File: src/rtl/nc_icache_line_buffer_pkg.sv
// Shared types for the non-cacheable instruction fetch line buffer: fetch/response
// structs, FSM state encoding, default address windows and line offset helper.
package nc_icache_line_buffer_pkg;

  localparam int VADDR_W = 40;

  localparam logic [VADDR_W-1:0] DRAM_BASE_DEF = 40'h00_8000_0000;
  localparam logic [VADDR_W-1:0] DRAM_END_DEF  = 40'h00_C000_0000;
  localparam logic [VADDR_W-1:0] EXE_BASE_DEF  = 40'h00_0001_0000;
  localparam logic [VADDR_W-1:0] EXE_END_DEF   = 40'h00_0002_0000;

  typedef enum logic [1:0] {
    NC_IDLE,
    NC_WAIT,
    NC_KILL
  } nc_state_t;

  typedef struct packed {
    logic               valid;
    logic [VADDR_W-1:0] vaddr;
    logic               invalidate_icache;
    logic               invalidate_buffer;
    logic               inval_fetch;
  } req_cpu_icache_t;

  typedef struct packed {
    logic        valid;
    logic [31:0] data;
    logic        instr_page_fault;
  } resp_icache_cpu_t;

  // Byte-offset bits of one L2 line.
  function automatic int off_bits(input int line_w);
    return $clog2(line_w / 8);
  endfunction

endpackage

File: src/rtl/nc_icache_line_buffer_entry_array.sv
// Fully associative line store for NC fetches: tag CAM, line data, valid bits,
// victim selection (first free entry, else round-robin) and whole-buffer flush.
module nc_ibuf_entry_array #(
  parameter int NC_ENTRIES = 4,
  parameter int TAG_W      = 35,
  parameter int LINE_W     = 256
) (
  input  logic              clk_i,
  input  logic              rst_i,
  input  logic              flush_i,
  input  logic [TAG_W-1:0]  lookup_tag_i,
  output logic              hit_o,
  output logic [LINE_W-1:0] hit_line_o,
  input  logic              wr_en_i,
  input  logic [TAG_W-1:0]  wr_tag_i,
  input  logic [LINE_W-1:0] wr_line_i
);

  localparam int PTR_W = (NC_ENTRIES > 1) ? $clog2(NC_ENTRIES) : 1;

  logic [NC_ENTRIES-1:0] r_valid;
  logic [TAG_W-1:0]      r_tag  [NC_ENTRIES];
  logic [LINE_W-1:0]     r_line [NC_ENTRIES];
  logic [PTR_W-1:0]      r_rr_ptr;
  logic [PTR_W-1:0]      w_victim;
  logic                  w_have_free;
  logic                  w_write;

  assign w_write = wr_en_i & ~flush_i;

  always_comb begin
    hit_o      = 1'b0;
    hit_line_o = '0;
    for (int i = 0; i < NC_ENTRIES; i++) begin
      if (r_valid[i] && (r_tag[i] == lookup_tag_i)) begin
        hit_o      = 1'b1;
        hit_line_o = r_line[i];
      end
    end
  end

  // Scan downwards so the lowest-index free entry is the one left standing.
  always_comb begin
    w_victim    = r_rr_ptr;
    w_have_free = 1'b0;
    for (int i = NC_ENTRIES - 1; i >= 0; i--) begin
      if (!r_valid[i]) begin
        w_have_free = 1'b1;
        w_victim    = PTR_W'(i);
      end
    end
  end

  always_ff @(posedge clk_i) begin
    if (rst_i) begin
      r_valid  <= '0;
      r_rr_ptr <= '0;
    end else if (flush_i) begin
      r_valid <= '0;
    end else if (w_write) begin
      r_valid[w_victim] <= 1'b1;
      if (!w_have_free) begin
        if (r_rr_ptr == PTR_W'(NC_ENTRIES - 1)) r_rr_ptr <= '0;
        else                                    r_rr_ptr <= r_rr_ptr + 1'b1;
      end
    end
  end

  always_ff @(posedge clk_i) begin
    if (w_write && !rst_i) begin
      r_tag[w_victim]  <= wr_tag_i;
      r_line[w_victim] <= wr_line_i;
    end
  end

endmodule

File: src/rtl/nc_icache_line_buffer.sv
// NC instruction fetch bypass: classifies fetches, serves NC fetches from a small
// line buffer and issues one outstanding L2 line request on a miss.
//
// state | meaning
// IDLE  | accepting fetches, S2 lookup active, miss issues L2 request
// WAIT  | L2 line request outstanding, fill + respond on grant
// KILL  | request outstanding but fetch was killed, drop the grant
module nc_icache_line_buffer
  import nc_icache_line_buffer_pkg::*;
#(
  parameter int                 NC_ENTRIES = 4,
  parameter int                 LINE_W     = 256,
  parameter int                 PADDR_W    = 40,
  parameter logic [PADDR_W-1:0] DRAM_BASE  = PADDR_W'(DRAM_BASE_DEF),
  parameter logic [PADDR_W-1:0] DRAM_END   = PADDR_W'(DRAM_END_DEF),
  parameter logic [PADDR_W-1:0] EXE_BASE   = PADDR_W'(EXE_BASE_DEF),
  parameter logic [PADDR_W-1:0] EXE_END    = PADDR_W'(EXE_END_DEF)
) (
  input  logic               clk_i,
  input  logic               rst_i,
  input  logic               en_translation_i,
  input  logic               req_icache_ready_i,
  input  logic               l2_grant_valid_i,
  input  logic [LINE_W-1:0]  l2_resp_data_i,
  input  req_cpu_icache_t    datapath_req_i,
  input  resp_icache_cpu_t   icache_resp_i,
  output logic               req_nc_valid_o,
  output logic [PADDR_W-1:0] req_nc_paddr_o,
  output logic               req_icache_ready_o,
  output req_cpu_icache_t    req_icache_o,
  output resp_icache_cpu_t   resp_datapath_o
);

  localparam int OFF   = off_bits(LINE_W);
  localparam int TAG_W = PADDR_W - OFF;

  nc_state_t          r_state;
  logic               r_s1_valid;
  logic [PADDR_W-1:2] r_s1_addr;
  logic [PADDR_W-1:2] r_miss_addr;
  logic               r_fill_resp_valid;
  logic [31:0]        r_fill_resp_data;

  logic [PADDR_W-1:0] w_addr;
  logic               w_kill, w_cacheable, w_in_exe, w_nc_exe;
  logic               w_s2_valid, w_s2_hit, w_s2_miss, w_accept, w_grant_fill;
  logic               w_nc_resp_valid, w_arr_hit;
  logic [LINE_W-1:0]  w_arr_line;
  logic [31:0]        w_hit_word, w_fill_word;
  logic [TAG_W-1:0]   w_s2_tag, w_miss_tag;

  assign w_addr      = datapath_req_i.vaddr[PADDR_W-1:0];
  assign w_kill      = datapath_req_i.inval_fetch | datapath_req_i.invalidate_icache
                     | datapath_req_i.invalidate_buffer;
  assign w_cacheable = en_translation_i | ((w_addr >= DRAM_BASE) && (w_addr < DRAM_END));
  assign w_in_exe    = (w_addr >= EXE_BASE) && (w_addr < EXE_END);
  assign w_nc_exe    = ~w_cacheable & w_in_exe;

  assign w_s2_tag   = r_s1_addr[PADDR_W-1:OFF];
  assign w_miss_tag = r_miss_addr[PADDR_W-1:OFF];
  assign w_s2_valid = r_s1_valid & ~w_kill & (r_state == NC_IDLE);
  assign w_s2_hit   = w_s2_valid & w_arr_hit;
  assign w_s2_miss  = w_s2_valid & ~w_arr_hit;

  assign req_icache_ready_o = req_icache_ready_i & (r_state == NC_IDLE) & ~w_s2_miss;
  assign w_accept           = datapath_req_i.valid & req_icache_ready_o & w_nc_exe & ~w_kill;
  assign w_grant_fill       = (r_state == NC_WAIT) & l2_grant_valid_i & ~w_kill;

  assign req_nc_valid_o = w_s2_miss;
  assign req_nc_paddr_o = {w_s2_tag, {OFF{1'b0}}};

  assign w_hit_word  = w_arr_line[{r_s1_addr[OFF-1:2], 5'b0} +: 32];
  assign w_fill_word = l2_resp_data_i[{r_miss_addr[OFF-1:2], 5'b0} +: 32];

  nc_ibuf_entry_array #(
    .NC_ENTRIES (NC_ENTRIES),
    .TAG_W      (TAG_W),
    .LINE_W     (LINE_W)
  ) u_entries (
    .clk_i        (clk_i),
    .rst_i        (rst_i),
    .flush_i      (w_kill),
    .lookup_tag_i (w_s2_tag),
    .hit_o        (w_arr_hit),
    .hit_line_o   (w_arr_line),
    .wr_en_i      (w_grant_fill),
    .wr_tag_i     (w_miss_tag),
    .wr_line_i    (l2_resp_data_i)
  );

  always_ff @(posedge clk_i) begin
    if (rst_i) begin
      r_state           <= NC_IDLE;
      r_s1_valid        <= 1'b0;
      r_s1_addr         <= '0;
      r_miss_addr       <= '0;
      r_fill_resp_valid <= 1'b0;
      r_fill_resp_data  <= '0;
    end else begin
      r_s1_valid        <= w_accept;
      r_fill_resp_valid <= w_grant_fill;
      if (w_accept)     r_s1_addr        <= w_addr[PADDR_W-1:2];
      if (w_grant_fill) r_fill_resp_data <= w_fill_word;
      case (r_state)
        NC_IDLE: begin
          if (w_s2_miss) begin
            r_miss_addr <= r_s1_addr;
            r_state     <= NC_WAIT;
          end
        end
        NC_WAIT: begin
          if (l2_grant_valid_i) r_state <= NC_IDLE;
          else if (w_kill)      r_state <= NC_KILL;
        end
        NC_KILL: begin
          if (l2_grant_valid_i) r_state <= NC_IDLE;
        end
        default: r_state <= NC_IDLE;
      endcase
    end
  end

  // A kill also squashes a fill response that is about to be presented.
  assign w_nc_resp_valid = (w_s2_hit | r_fill_resp_valid) & ~w_kill;

  always_comb begin
    req_icache_o       = datapath_req_i;
    req_icache_o.valid = datapath_req_i.valid & w_cacheable;
  end

  always_comb begin
    resp_datapath_o = icache_resp_i;
    if (w_nc_resp_valid) begin
      resp_datapath_o.valid            = 1'b1;
      resp_datapath_o.data             = w_s2_hit ? w_hit_word : r_fill_resp_data;
      resp_datapath_o.instr_page_fault = 1'b0;
    end
  end

endmodule

File: config.mk
export PLATFORM = sky130hd
export DESIGN_NAME = nc_icache_line_buffer
export DESIGN_NICKNAME = d
export VERILOG_FILES = /design/src/rtl/nc_icache_line_buffer_pkg.sv /design/src/rtl/nc_icache_line_buffer_entry_array.sv /design/src/rtl/nc_icache_line_buffer.sv
export SDC_FILE = /design/constraint.sdc
export NUM_CORES = 2
export LEC_CHECK = 0
export ABC_AREA = 1
export BUFFER_PORTS_ARGS = -buffer_cell sky130_fd_sc_hd__buf_2
export CORE_UTILIZATION = 53
export CTS_CLUSTER_DIAMETER = 50
export DETAILED_ROUTE_END_ITERATION = 10
export PLACE_DENSITY_LB_ADDON = 0.15
export SLEW_MARGIN = 25
export SYNTH_ARGS = -nofsm -noshare
export SYNTH_HDL_FRONTEND = slang
export SYNTH_HIERARCHICAL = 1
export SYNTH_SLANG_ARGS = --single-unit
File: constraint.sdc
create_clock -name clk_i -period 41.4 [get_ports clk_i]
set_input_delay 0 -clock clk_i [delete_from_list [all_inputs] [get_ports clk_i]]
set_output_delay 0 -clock clk_i [all_outputs]
set_load 0.02 [all_outputs]
### Word-level counts from Yosys, hierarchy flattened

Memories as Yosys holds them, arrays and structs flattened.
Cells that the tools add are included.

| cells by class | value |
|---|---|
| add/subtract/negate cells | 1 |
| multiply operators | 0 |
| divide/modulo/power cells | 0 |
| $lt $le $gt $ge | 6 |
| eq/ne operators | 10 |
| shifts and indexed selects | 2 |
| multiplexer cells | 28 |
| bitwise operators | 25 |
| reduce and logical (&&, ||, !) cells | 14 |

Operator list:

| cell | number |
|---|---|
| $mux 256 | 4 |
| $shiftx 256x9->32 | 2 |
| $eq 35x35->1 | 4 |
| $ge 40x17->1 const B | 1 |
| $ge 40x32->1 const B | 1 |
| $lt 40x18->1 const B | 1 |
| $lt 40x32->1 const B | 1 |
| $mux 34 | 1 |
| $mux 32 | 1 |
| $mux 2 | 9 |
| $and 1x1->1 | 15 |
| $mux 1 | 11 |
| $logic_and 1x1->1 | 8 |
| $pmux 2 s3 | 1 |
| $reduce_and 3->1 | 2 |
| $not 1->1 | 5 |
| $eq 2x2->1 const B | 2 |
| $ne 2x2->1 const B | 2 |
| $or 1x1->1 | 4 |
| $or 4x4->4 | 1 |
| $lt 2x3->1 const B | 1 |
| $ne 3x3->1 const B | 1 |
| $add 2x1->2 const B | 1 |
| $demux 1 s2 | 1 |
| 6 further kinds | 6 |

| storage, ports and cells | value |
|---|---|
| flip-flop bits (word level) | 118 |
| latch bits | 0 |
| bits in writable memories | 1164 |
| memory bits (read-only) | 0 |
| input bits | 339 |
| memories | 2 |

Memory list:

| memory | words | width | read ports | clocked after Yosys merged registers in | write ports | line | source |
|---|---|---|---|---|---|---|---|
| u_entries.r_line | 4 | 256 | 4 | 0 | 1 | nc_icache_line_buffer_entry_array.sv:23 | `logic [LINE_W-1:0] r_line [NC_ENTRIES];` |
| u_entries.r_tag | 4 | 35 | 4 | 0 | 1 | nc_icache_line_buffer_entry_array.sv:22 | `logic [TAG_W-1:0] r_tag [NC_ENTRIES];` |

### Logic depth before layout (Yosys ltp)

An unclocked memory read counts as a cell.

| logic depth | value |
|---|---|
| word-level depth | 14 |
| gate-level depth with buffers | 23 |
| depth with buffers taken out | 20 |

### Hierarchy

Netlist, hierarchy kept.

Modules (own cells, without submodules):

| module | instances | cells an instance | area an instance (um^2) | seq. area each (um^2) |
|---|---|---|---|---|
| nc_ibuf_entry_array | 1 | 3974 | 48685.4 | 35073.6 |
| nc_icache_line_buffer | 1 | 1762 | 9845.7 | 2242.2 |

### Worst setup path after synthesis

Ideal clock, no wire load.

| path | value |
|---|---|
| path kind | reg-to-reg |
| from | reg r_state[0] |
| to | mem u_entries.r_line[2][0], enable pin |
| arrival time | 13.570 ns |
| data required time | 40.451 ns |
| setup slack | 26.881 ns |
| cell stages (with the launch flop) | 13 |
| clock period less this slack | 14.519 ns |
| path through | dfxtp_1 -> inv_2 -> nor2_1 -> inv_1 -> nor3_2 -> buf_2 -> buf_2 -> inv_1 -> nor2_1 -> nand2_1 -> nor2_1 -> nand3b_1 -> nor2_1 |

| between the ends | value |
|---|---|
| cells in the longest elaborated chain, start to end | 7 |

RTL lines:

| what | line | source |
|---|---|---|
| start: declaration | nc_icache_line_buffer.sv:37 | `nc_state_t r_state;` |
| start signal: assignment | nc_icache_line_buffer.sv:93 | `r_state <= NC_IDLE;` |
| start signal: assignment | nc_icache_line_buffer.sv:108 | `r_state <= NC_WAIT;` |
| start signal: assignment | nc_icache_line_buffer.sv:112 | `if (l2_grant_valid_i) r_state <= NC_IDLE;` |
| $eq 2x1->1 | nc_icache_line_buffer.sv:67 | `assign w_grant_fill = (r_state == NC_WAIT) & l2_grant_valid_i & ~w_kill;` |
| $and 1x1->1 (2 in series) | nc_icache_line_buffer.sv:67 |  |
| via w_grant_fill | nc_icache_line_buffer.sv:46 | `logic w_s2_valid, w_s2_hit, w_s2_miss, w_accept, w_grant_fill;` |
| $and 1x1->1 | nc_icache_line_buffer_entry_array.sv:29 | `assign w_write = wr_en_i & ~flush_i;` |
| $logic_and 1x1->1 | nc_icache_line_buffer_entry_array.sv:70 | `if (w_write && !rst_i) begin` |
| $mux 1 | nc_icache_line_buffer_entry_array.sv:70 |  |
| $mux 1 (implied by the code) | nc_icache_line_buffer_entry_array.sv:72 | `r_line[w_victim] <= wr_line_i;` |
| end: declaration | nc_icache_line_buffer_entry_array.sv:23 |  |

The timed path passes the listed nets, and every way through them passes these cells.

==> results.md <==
* Port Buffer Count at 449
* Asr flop ratio synth at 0%
* Path depth of the worst reg2reg path at 21
* Psw at 562.2 uW
* Peak Freq at ~160 MHz
* Die area at 111800 um^2
* Wire length per cell at 23.89 um
* Max_slew headroom at around a quarter
* Logic gate share of total power at 3.0%
* Peak supply drop at 46.87 uV
* Die width at 334.3 um
* GPL Wtd Cong at 0.9511
* Vias in the first global route at roughly 43000
* Core Region at between 100000 and 150000 um^2
* Reg clk slew, reported paths at 0.06 ns
* First-pass GRT wire length at 277.3 mm
* Vias at 45090
* Clock sink count at roughly 1300
* Final setup TNS at 0 ns
* Critical Path Source: r_s1_addr[16]
* TritonCTS clock tree: yes
* Most used routing layer: met2
* Worst skew pair latency at 0.76 ns
* Number of buffers added for setup after CTS at 0
* Largest area contributor in the netlist: edfxtp_1
* Routed wire length at 188.4 mm
* WS Path Type: register to output port
* DRT iter0 DRCs at 5370
* FF-to-FF setup slack at 36.11 ns
* Number of synthesized flops with an enable pin at 1164
* Starting density of the core at 53.62%
* P_int at about 2200 uW
* Most common cell in the netlist: edfxtp_1
* Origin of the critical flop-to-flop path: r_s1_addr[16]
* Root Driver: clkbuf_16
* P&R area growth vs syn at 17.11%
* DP HPWL at 112.5 mm
* End point of the critical path: resp_datapath_o[13]
* DR DRC count at 0
* Number of cell rows at 121
* WP data arrival at 6.32 ns
* GRT Overall Usage at between 30 and 40%
* Sw frac at 20.63%
* Synth area leaders: edfxtp_1, nor2_1, nand2_1
* Post-synth top area share at 59.72%
* Synth cell count leaders: edfxtp_1, nor2_1, nand2_1
* Post-synthesis cell count at 5736
* Skew final at 0.02742 ns
* Seq/Total Area, Yosys at 63.75%
* RSZ-0062 raised after global routing: no
* Result of the run: complete, no violations
* IO Count at 459
* Setup slack after layout at 35.08 ns
* Clk buf depth at 3
* Seq pwr share at 51.6%
* DP Worst Slack at 35.74 ns
* Final worst-path cycle share at between 15 and 20%
* Layout cells sized above 1 at 16.21%
* Placed cell area at roughly 60000 um^2
* Final hold violations at 0
* Met1 Resource Use GR at between 40 and 50%
* Fin Hold WS at around 0.000034 ns
* Top_reg_cell synth: edfxtp_1
* Synth unique cells at 45
* PD cells at 39.75 nW/um^2
* Inst Count DP at around 7300
* Initial antenna violation count at 43
* Max Slew Vio Count at 0
* FF+latch count, synth at 1282
* Max-Cap Viols at 0
* Yosys warning count at 6
* ANT nets after route at 0
* Startpoint class of the critical path: register
* GR Layer Usage met3 at 6.477%
* Min-Delay Path Class: input pin to output port
* Num CTS Buffers at 144
* Finished Cell Area at 68550 um^2
* Die Y at 334.3 um
* Global route overflow at 0
* Post-DR vias/cell at 5.718
* Critical Path Sink Type: output port
* Reg2reg end: r_s1_addr[9]
* Crit path max fanout at 77
* Post-CTS sizing at 0
* Drt pass-1 iters at 9
* Total Nets Final at 6610
* P_leak at ~0.027 uW
* Final setup violation count at 0
* Worst-Margin Slew at 1.139 ns
* Non-filler cells, final at 7886
* Post-Syn Area at 58530 um^2
* Met2 Track Usage GR at 54.22%
* Htree depth at 4
* Period minus WS final at 6.315 ns
* Syn avg cell area at 10.20 um^2
* CP required at around 41 ns
* Clk pwr share at 45.3%
* Largest net degree at the start of global routing at about 170
[final cells by class]
class / count / area (um^2)
multi-input cells: 3588 / 17060
flip-flops and latches: 1282 / 37330
well taps: 1476 / 1847
diodes: 25 / 62.56
clock buffers: 188 / 4010
inverters: 422 / 1602
repair buffers: 832 / 6087
fillers: 8837 / 40610
clock inverters: 73 / 549.3
[flip-flops by register name, summed over array words and instances, names as in the netlist]
signal              cells
r_fill_resp_data       32
r_fill_resp_valid       1
r_miss_addr            38
r_s1_addr              38
r_s1_valid              1
r_state                 2
u_entries/r_line     1024
u_entries/r_rr_ptr      2
u_entries/r_tag       140
u_entries/r_valid       4
[metal layers]
layer | vias to the layer above | part of all wire, % | routed length, um
li1 | 20600 | - | -
met1 | 21700 | 39 | 72810
met2 | 2338 | 48 | 89660
met3 | 417 | 9.1 | 17210
met4 | 32 | 4.5 | 8474
met5 | - | 0.11 | 209
[metrics by stage]
step,power [uW],utilization (%)
after floorplan,1453,-
after global placement,1489,55.53
after detailed placement,1490,55.64
after CTS,2733,62.72
after global routing,2787,62.78
final,2725,62.80
[cell usage in the layout, fill, tap and decap left out, types with 6 or more instances in the layout]
cell type / netlist / final
a21oi_1: 568 / 568
a21oi_2: 241 / 241
buf_12: 2 / 7
buf_2: 162 / 449
buf_4: 117 / 54
bufinv_16: 0 / 6
clkbuf_1: 115 / 30
clkbuf_16: 0 / 153
clkinv_1: 4 / 36
clkinv_2: 0 / 17
dfxtp_1: 118 / 112
diode_2: 0 / 25
dlygate4sd3_1: 0 / 317
edfxtp_1: 1164 / 1164
inv_1: 383 / 381
inv_2: 35 / 34
inv_6: 0 / 7
nand2_1: 883 / 883
nand3_1: 308 / 307
nand4_1: 6 / 6
nor2_1: 915 / 909
nor2_2: 11 / 10
nor2_4: 4 / 11
o211ai_1: 31 / 31
o21ai_0: 349 / 349
o21ai_1: 164 / 164
o22ai_1: 36 / 36
or2_2: 6 / 6
xnor2_1: 21 / 21
xor2_1: 15 / 15
[critical path, cell delays in order (launching register included)]
cell     delay (ns)
dfxtp_1        0.54
inv_2          0.15
nand2_1        0.10
o21ai_0        0.08
nor2_1         0.13
nand2_1        0.09
nor2_1         0.10
nand3_1        0.21
nor2_4         0.13
buf_4          0.55
buf_4          0.80
buf_4          0.90
a21oi_2        0.14
a21oi_2        0.17
nor2_1         0.05
nor2_1         0.12
o21ai_1        0.09
o21ai_1        0.28
nand2_1        0.21
nand2_1        0.11
nor2_1         0.05
nor2_1         0.23
buf_2          0.21
[cell families after synthesis]
family | after synthesis | share of synthesized area (%)
AOI/OAI and AO/OA | 1391 | 13.66
xor gates and xnor gates | 36 | 0.5387
adders and majority gates | 1 | 0.02137
buffers and inverters | 870 | 7.247
DFF | 1282 | 63.75
other | 1 | 0.006407
and+or+nand+nor | 2155 | 14.78
[power by group through the flow]
stage	sequential [uW]	clock, uW	combinational (uW)
after floorplan	1440	0	18.2
after global placement	1430	0	55.2
after detailed placement	1430	0	56.0
after CTS	1410	1240	82.4
after global routing	1410	1290	87.6
final	1410	1240	83.0
[worst min path at each step]
| stage | to | slack, ns | start | depth (start not counted) |
|---|---|---|---|---|
| final | req_icache_o[3] | 0.00003 | datapath_req_i[3] | 0 |
| after global routing | req_icache_o[4] | 0.00005 | datapath_req_i[4] | 0 |
| after CTS | req_icache_o[4] | 0.0003 | datapath_req_i[4] | 0 |
| after detailed placement | req_icache_o[4] | 0.0003 | datapath_req_i[4] | 0 |
| after global placement | req_icache_o[4] | 0.0003 | datapath_req_i[4] | 0 |
| after floorplan | r_state[0] | 0.07 | rst_i | 1 |
[repair_timing]
item,CTS,global route
hold endpoints to repair,1115,0
hold buffers,317,0
endpoints found under the setup margin,0,0
Note: power is estimated with default switching activity, not from simulation.
